<file path="src/rtl/gol_engine.sv">
// Game of Life engine: B3/S23 evolution over a ROWS x COLS grid with
// pause/run/step control, cursor editing, auto-halt and a redraw pulse.
module gol_engine #(
    parameter int unsigned ROWS      = 8,
    parameter int unsigned COLS      = 8,
    parameter int unsigned GEN_W     = 16,
    parameter bit          WRAP      = 1'b1,
    parameter bit          AUTO_HALT = 1'b1
) (
    input  logic                            clk,
    input  logic                            rst,
    input  logic                            tick,
    input  logic                            run_toggle,
    input  logic                            step,
    input  logic                            clear,
    input  logic                            load_en,
    input  logic [ROWS*COLS-1:0]            load_grid,
    input  logic                            btn_up,
    input  logic                            btn_down,
    input  logic                            btn_left,
    input  logic                            btn_right,
    input  logic                            btn_toggle,
    output logic [ROWS*COLS-1:0]            grid,
    output logic [$clog2(ROWS)-1:0]         cursor_row,
    output logic [$clog2(COLS)-1:0]         cursor_col,
    output logic                            running,
    output logic                            halted,
    output logic [GEN_W-1:0]                generation,
    output logic [$clog2(ROWS*COLS+1)-1:0]  population,
    output logic                            update
);
    localparam int unsigned N  = ROWS * COLS;
    localparam int unsigned RW = $clog2(ROWS);
    localparam int unsigned CW = $clog2(COLS);
    localparam int unsigned PW = $clog2(ROWS * COLS + 1);

    typedef enum logic [1:0] {PAUSED, RUNNING, HALTED} state_t;

    state_t          state, state_nxt;
    logic [N-1:0]    grid_nxt, grid_evo;
    logic [GEN_W-1:0] gen_nxt;
    logic [RW-1:0]   row_nxt;
    logic [CW-1:0]   col_nxt;
    logic            changed, chg_nxt;
    logic            edit_ok, evolve_req;

    // Next generation of every cell, computed in one combinational pass
    function automatic logic [N-1:0] evolve(input logic [N-1:0] g);
        logic [N-1:0] nxt;
        logic [N-1:0] sh;
        logic [3:0]   cnt;
        logic         alive;
        int           rr, cc;
        nxt = '0;
        for (int r = 0; r < int'(ROWS); r++) begin
            for (int c = 0; c < int'(COLS); c++) begin
                cnt = '0;
                for (int dr = -1; dr <= 1; dr++) begin
                    for (int dc = -1; dc <= 1; dc++) begin
                        rr = r + dr;
                        cc = c + dc;
                        if (WRAP) begin
                            rr = (rr + int'(ROWS)) % int'(ROWS);
                            cc = (cc + int'(COLS)) % int'(COLS);
                        end
                        if ((dr != 0 || dc != 0) && rr >= 0 && rr < int'(ROWS)
                            && cc >= 0 && cc < int'(COLS)) begin
                            sh  = g >> (rr * int'(COLS) + cc);
                            cnt = cnt + {3'b000, sh[0]};
                        end
                    end
                end
                sh    = g >> (r * int'(COLS) + c);
                alive = (cnt == 4'd3) || (cnt == 4'd2 && sh[0]);
                nxt   = nxt | (N'(alive) << (r * int'(COLS) + c));
            end
        end
        return nxt;
    endfunction

    function automatic logic [PW-1:0] popcount(input logic [N-1:0] g);
        logic [PW-1:0] s;
        logic [N-1:0]  t;
        s = '0;
        t = g;
        for (int i = 0; i < int'(N); i++) begin
            s = s + PW'(t[0]);
            t = t >> 1;
        end
        return s;
    endfunction

    assign grid_evo = evolve(grid);

    // Next-state and datapath decisions; one grid action per cycle by priority
    always_comb begin
        state_nxt  = state;
        grid_nxt   = grid;
        gen_nxt    = generation;
        chg_nxt    = 1'b0;
        row_nxt    = cursor_row;
        col_nxt    = cursor_col;
        edit_ok    = (state != RUNNING);
        evolve_req = (state == PAUSED && step) || (state == RUNNING && tick);

        if (edit_ok && clear) begin
            grid_nxt  = '0;
            gen_nxt   = GEN_W'(1);
            chg_nxt   = 1'b1;
            state_nxt = PAUSED;
        end else if (edit_ok && load_en) begin
            grid_nxt  = load_grid;
            gen_nxt   = GEN_W'(1);
            chg_nxt   = 1'b1;
            state_nxt = PAUSED;
        end else if (run_toggle) begin
            state_nxt = (state == RUNNING) ? PAUSED : RUNNING;
        end else if (evolve_req) begin
            if (AUTO_HALT && state == RUNNING && grid_evo == grid) begin
                state_nxt = HALTED;
            end else begin
                grid_nxt = grid_evo;
                gen_nxt  = (generation == '1) ? generation : generation + GEN_W'(1);
                chg_nxt  = 1'b1;
            end
        end else if (edit_ok && btn_toggle) begin
            grid_nxt  = grid ^ (N'(1) << (int'(cursor_row) * int'(COLS) + int'(cursor_col)));
            chg_nxt   = 1'b1;
            state_nxt = PAUSED;
        end

        // Cursor moves are independent of the grid action and wrap at the edges
        if (edit_ok) begin
            if (btn_up && !btn_down)
                row_nxt = (cursor_row == '0) ? RW'(ROWS - 1) : cursor_row - RW'(1);
            else if (btn_down && !btn_up)
                row_nxt = (cursor_row == RW'(ROWS - 1)) ? '0 : cursor_row + RW'(1);
            if (btn_left && !btn_right)
                col_nxt = (cursor_col == '0) ? CW'(COLS - 1) : cursor_col - CW'(1);
            else if (btn_right && !btn_left)
                col_nxt = (cursor_col == CW'(COLS - 1)) ? '0 : cursor_col + CW'(1);
        end
    end

    // State and output registers; update/population trail the grid by one cycle
    always_ff @(posedge clk) begin
        if (rst) begin
            state      <= PAUSED;
            grid       <= '0;
            generation <= GEN_W'(1);
            cursor_row <= '0;
            cursor_col <= '0;
            running    <= 1'b0;
            halted     <= 1'b0;
            changed    <= 1'b0;
            update     <= 1'b0;
            population <= '0;
        end else begin
            state      <= state_nxt;
            grid       <= grid_nxt;
            generation <= gen_nxt;
            cursor_row <= row_nxt;
            cursor_col <= col_nxt;
            running    <= (state_nxt == RUNNING);
            halted     <= (state_nxt == HALTED);
            changed    <= chg_nxt;
            update     <= changed;
            population <= popcount(grid);
        end
    end
endmodule

</file>
<file path="config.mk">
export PLATFORM = sky130hd
export DESIGN_NAME = gol_engine
export DESIGN_NICKNAME = d
export VERILOG_FILES = /design/src/rtl/gol_engine.sv
export SDC_FILE = /design/constraint.sdc
export NUM_CORES = 1
export LEC_CHECK = 0
export ABC_AREA = 1
export CAP_MARGIN = 20
export CORE_MARGIN = 3
export CORE_UTILIZATION = 55
export DETAILED_ROUTE_END_ITERATION = 8
export GPL_TIMING_DRIVEN = 0
export PLACE_DENSITY = 0.82
export SYNTH_ARGS = -nofsm -noshare
export SYNTH_HDL_FRONTEND = slang
export SYNTH_SLANG_ARGS = --single-unit
</file>
<file path="constraint.sdc">
create_clock -name clk -period 12 [get_ports clk]
set_input_delay 1.8 -clock clk [delete_from_list [all_inputs] [get_ports clk]]
set_output_delay 1.8 -clock clk [all_outputs]
set_load 0.01 [all_outputs]
</file>
* Word level (Yosys, flattened, before mapping) *
Cells that the tools add are included.

cells by class
  multipliers = 0
  divide/modulo/power cells = 0
  multiplexer cells = 26
  order comparisons = 0
  eq/ne operators = 138
  bitwise operators = 67
  shifts and indexed selects = 1
  $add $sub $neg = 517
  reduce and logical (&&, ||, !) cells = 155

operators by type and width
  operator            count
  $add 4x1->4         329
  $eq 4x2->1 const B  128
  $add 7x1->7         59
  $mux 64             5
  $add 1x1->2         65
  $add 2x1->3         34
  $add 3x1->4         23
  $logic_and 1x1->1   74
  $logic_or 1x1->1    65
  $eq 64x64->1        1
  $or 64x10->64       1
  $or 64x11->64       1
  $or 64x12->64       1
  $or 64x13->64       1
  $or 64x14->64       1
  $or 64x15->64       1
  $or 64x16->64       1
  $or 64x17->64       1
  $or 64x18->64       1
  $or 64x19->64       1
  $or 64x20->64       1
  $or 64x21->64       1
  $or 64x22->64       1
  $or 64x23->64       1
  other kinds (76)    107

storage, ports and cells
  memories kept = 0
  bits of input ports = 76
  memory bits (read-only) = 0
  latch bits = 0
  logic and storage cells = 914
  bits in writable memories = 0
  flip-flop bits (word level) = 99

* Longest topological paths before layout *
  word-level depth = 81
  mapped depth = 26

* Least setup slack after synthesis *
No wires, ideal clock.

  path kind = flip-flop to flip-flop
  start = register grid[0]
  end = register population[5]
  arrival = 6.414 ns
  stages on the path, launching flop included = 24
  path buffers = 0
  path slack = 5.516 ns
  setup time = 0.070 ns
  path through = dfxtp_1 inv_1 fa_1 fa_1 inv_1 fa_1 inv_1 fa_1 fa_1 fa_1 fa_1 fa_1 fa_1 inv_1 ha_1 a21oi_1 nor2_1 nor2_1 nor2_1 nor2_1 nor2_1 nor2_1 o21ai_0 a21oi_1

between the ends
  word-level cells in the longest chain between the ends = 63

RTL lines
  item                       RTL line  RTL
  from (decl)                23        output logic [ROWS*COLS-1:0] grid,
  from (signal assigned)     160       grid <= grid_nxt;
  $add 1x1->2                87        s = s + PW'(t[0]);
  $add 2x1->3                87
  $add 3x1->4                87
  $add 4x1->5                87
  $add 7x1->7 (59 in a row)  87
  to (signal assigned)       168       population <= popcount(grid);
  to (decl)                  29        output logic [$clog2(ROWS*COLS+1)-1:0] population,

No other way between the ends.
A chain may end at the register's enable or synchronous reset.

* Worst setup path in the final report *
Ends and elaborated chain as after synthesis.

==> results.md <==
* Status: finished, final reports clean
* Syn Std Cell Area at 20200 µm²
* Placed Instances at 3348
* Commonest non-fill, non-tap cells in the layout: nand2_1 (566), inv_1 (478), nor2_1 (339)
* CP Capture Type: flop
* Core Region at 35800 µm²
* WL per Instance at 25.3 µm
* R2R Path Start: grid[0]
* Die height at 198 µm
* Initial drt markers at 2370
* Yosys Warn Count at 0
* Min-Delay Path Class: reg2reg
* Bufs on Longest Clock Path at 2
* Most common cell after layout, fill and taps aside: nand2_1
* Critical Path AT at 8010 ps
* Largest family of logic cells by synthesized area: adder cells
* Fin. Hold Viols at 0
* Largest net degree at the start of global routing at 18
* PwrDens at 116 nW/µm²
* Net count after synthesis at 3322
* Hold path start: changed
* First-pass GRT wire length at 126000 µm
* Root Buffer: clkbuf_16
* Max VDD drop at 0.359 mV
* Crit path max fanout at 8
* Layout Nets at 3509
* Clock buffer count from CTS at 9
* Top FF cell, synth: dfxtp_1
* Critical path class: reg2reg
* Slew headroom at 21.7%
* DIE AREA at 39000 µm²
* Clk pin slew, worst setup/hold paths at 80 ps
* # setup viols final at 0
* Core Rows at 69
* Initial antenna violation count at 0
* Async SR Flop Fraction at 0%
* Final Power at 2.65 mW
* GR Util met2 at 64.9%
* GRT Residual Overflow at 0
* RR Endpoint: population[5]
* Port Buf Inserts at 170
* Avg Cell Area, Syn at 7.44 µm²
* Minimum clock period at 7680 ps
* # hold bufs at CTS at 0
* #FFs+latches synth at 99
* Synth cell types at 44
* Simple-Gate Fraction of Synth Area at 23.4%
* Max Cap Viol at 0
* Reg2reg path depth at 23
* CTS tree: yes
* CTS resizes at 0
* RSZ-0062 raised after global routing: no
* GR Util met3 at 10.8%
* Share of layout cells above drive strength 1 at 1.89%
* GRT busiest layer: met2
* Die Span X at 198 µm
* Worst Skew at 13.2 ps
* N_diodes at 0
* EDFF count, synth at 0
* Global-route usage over all layers at 44.1%
* Mux share of post-synthesis cell area at 0%
* Sequential share of the synthesized area at 9.82%
* Hold path cells at 2
* Hold WS at 429 ps
* Hold endpoint: update
* Synth Area in XOR/XNOR at 2.13%
* Routed vias at 20600
* # DRC at 0
* Compound-cell area share of the yosys netlist at 9.54%
* Final TNS setup at 0 ps
* Final Non-Filler Cells at 3365
* Clock Sinks at 99
* DR vias/cell at 6.12
* Startpoint types: flop
* Starting Density at 56.3%
* Routed WL at 85200 µm
* P&R area growth vs syn at 13.4%
* Leak at 11.2 nW
* Final HPWL DP at 68800 µm
* FMAX at 0.130 GHz
* Met1 usage in global routing at 57.7%
* Ports at 172
* Number of global-route vias before repair at 20700
* Post-DRT Antenna Nets at 0
* Fin crit share at 64.0%
* Cell count after synthesis at 2712
* Slew @ Worst Pin at 1170 ps
* R2R Setup Slk at 4320 ps
* Gpl congestion at 1.05
* Slew Limit Fails at 0
* Post-CTS Repair Setup Buffers at 0
* Worst setup path start: grid[0]
* Area share of fa/ha/maj cells after synthesis at 44.6%
* H-Tree Depth at 3
* Initial DRT Pass Iterations at 6
* Worst Path Required at 12330 ps
* Clk_lat worst skew at 400 ps
registers in the layout, indices dropped and copies added (netlist names), 2 cells and up:
name        cells
grid           64
generation     16
population      7
cursor_col      3
cursor_row      3
state           2
per-layer routing:
| metal | vias to the layer above | routed length, µm | part of all wire [%] |
|---|---|---|---|
| met1 | 9850 | 31600 | 37 |
| met2 | 1459 | 35400 | 42 |
| met5 | - | 0 | 0 |
| li1 | 8911 | - | - |
| met3 | 359 | 11000 | 13 |
| met4 | 0 | 7230 | 8.5 |
how the worst max path moves through the flow:
stage	slack, ps	to	cells past startpoint
detailed placement	4430	population[6]	18
floorplan	5520	population[5]	23
CTS	4390	population[5]	23
finish	4320	population[5]	23
global placement	4520	population[5]	23
global route	4050	population[5]	23
cell families (layout without fill, tap and decap cells):
group,count (synthesis),after routing
buffers and inverters,550,742
AO/OA/AOI/OAI,346,346
AND/OR/NAND/NOR,1134,1134
adder cells (fa/ha/maj),534,534
XOR/XNOR,49,49
flip-flops,99,99
power breakdown:
part | switching (mW) | total (mW) | internal, mW
sequential | 0.103 | 0.461 | 0.358
combinational | 1.15 | 1.89 | 0.733
clock | 0.161 | 0.304 | 0.143
total | 1.42 | 2.65 | 1.23
cell usage after synthesis, types with 2 or more instances:
master | n | share of area (%)
inv_1 | 478 | 8.9
a21boi_0 | 21 | 0.78
o21a_1 | 3 | 0.11
o21ai_1 | 2 | 0.050
nand2_1 | 566 | 11
xor2_1 | 43 | 1.9
buf_6 | 3 | 0.17
buf_2 | 12 | 0.30
a31oi_1 | 7 | 0.22
nor2_2 | 2 | 0.062
clkbuf_1 | 44 | 0.82
a221oi_1 | 3 | 0.13
o211ai_1 | 3 | 0.11
o311ai_0 | 3 | 0.13
ha_1 | 224 | 14
nand3b_1 | 27 | 1.0
nor3b_2 | 3 | 0.19
a22o_1 | 15 | 0.65
xnor2_1 | 6 | 0.26
nand4_1 | 59 | 1.8
o31ai_1 | 3 | 0.11
inv_2 | 5 | 0.093
buf_1 | 7 | 0.13
dfxtp_1 | 99 | 9.8
o21ai_0 | 188 | 4.7
nor2_1 | 339 | 6.3
o21bai_1 | 7 | 0.26
nor4_1 | 2 | 0.062
fa_1 | 310 | 31
nand3_1 | 105 | 2.6
a21oi_1 | 86 | 2.1
nor3_1 | 22 | 0.55
or2_2 | 4 | 0.12
stage by stage:
step / setup slack, ps / area, µm² / util [%]
2_1_floorplan: 5520 / 20200 / -
3_3_place_gp: 4520 / 22500 / 62.7
3_5_place_dp: 4430 / 22600 / 63.0
4_1_cts: 4390 / 22900 / 63.8
5_1_grt: 4050 / 22900 / 63.9
6_report: 4320 / 22900 / 63.9
cell type report:
type                    instances  area (µm²)
well taps                     461         577
flip-flops and latches         99        1980
multi-input cells            2063       16100
repair buffers                176        1850
clock buffers                   9         225
clock inverters                 7        50.0
fillers                      3161       12900
plain buffers                  66         285
inverters                     484        1820
worst max-delay path, stage by stage, from the launching register on:
cell and delay [ps]:
dfxtp_1 960, inv_1 660, fa_1 640, fa_1 380
inv_1 120, fa_1 430, inv_1 90, fa_1 420
fa_1 520, fa_1 520, fa_1 530, fa_1 560
fa_1 630, inv_1 60, ha_1 290, a21oi_1 140
nor2_1 60, nor2_1 90, nor2_1 60, nor2_1 90
nor2_1 50, nor2_1 100, o21ai_0 90, a21oi_1 130
(Power assumes the default switching activity.)
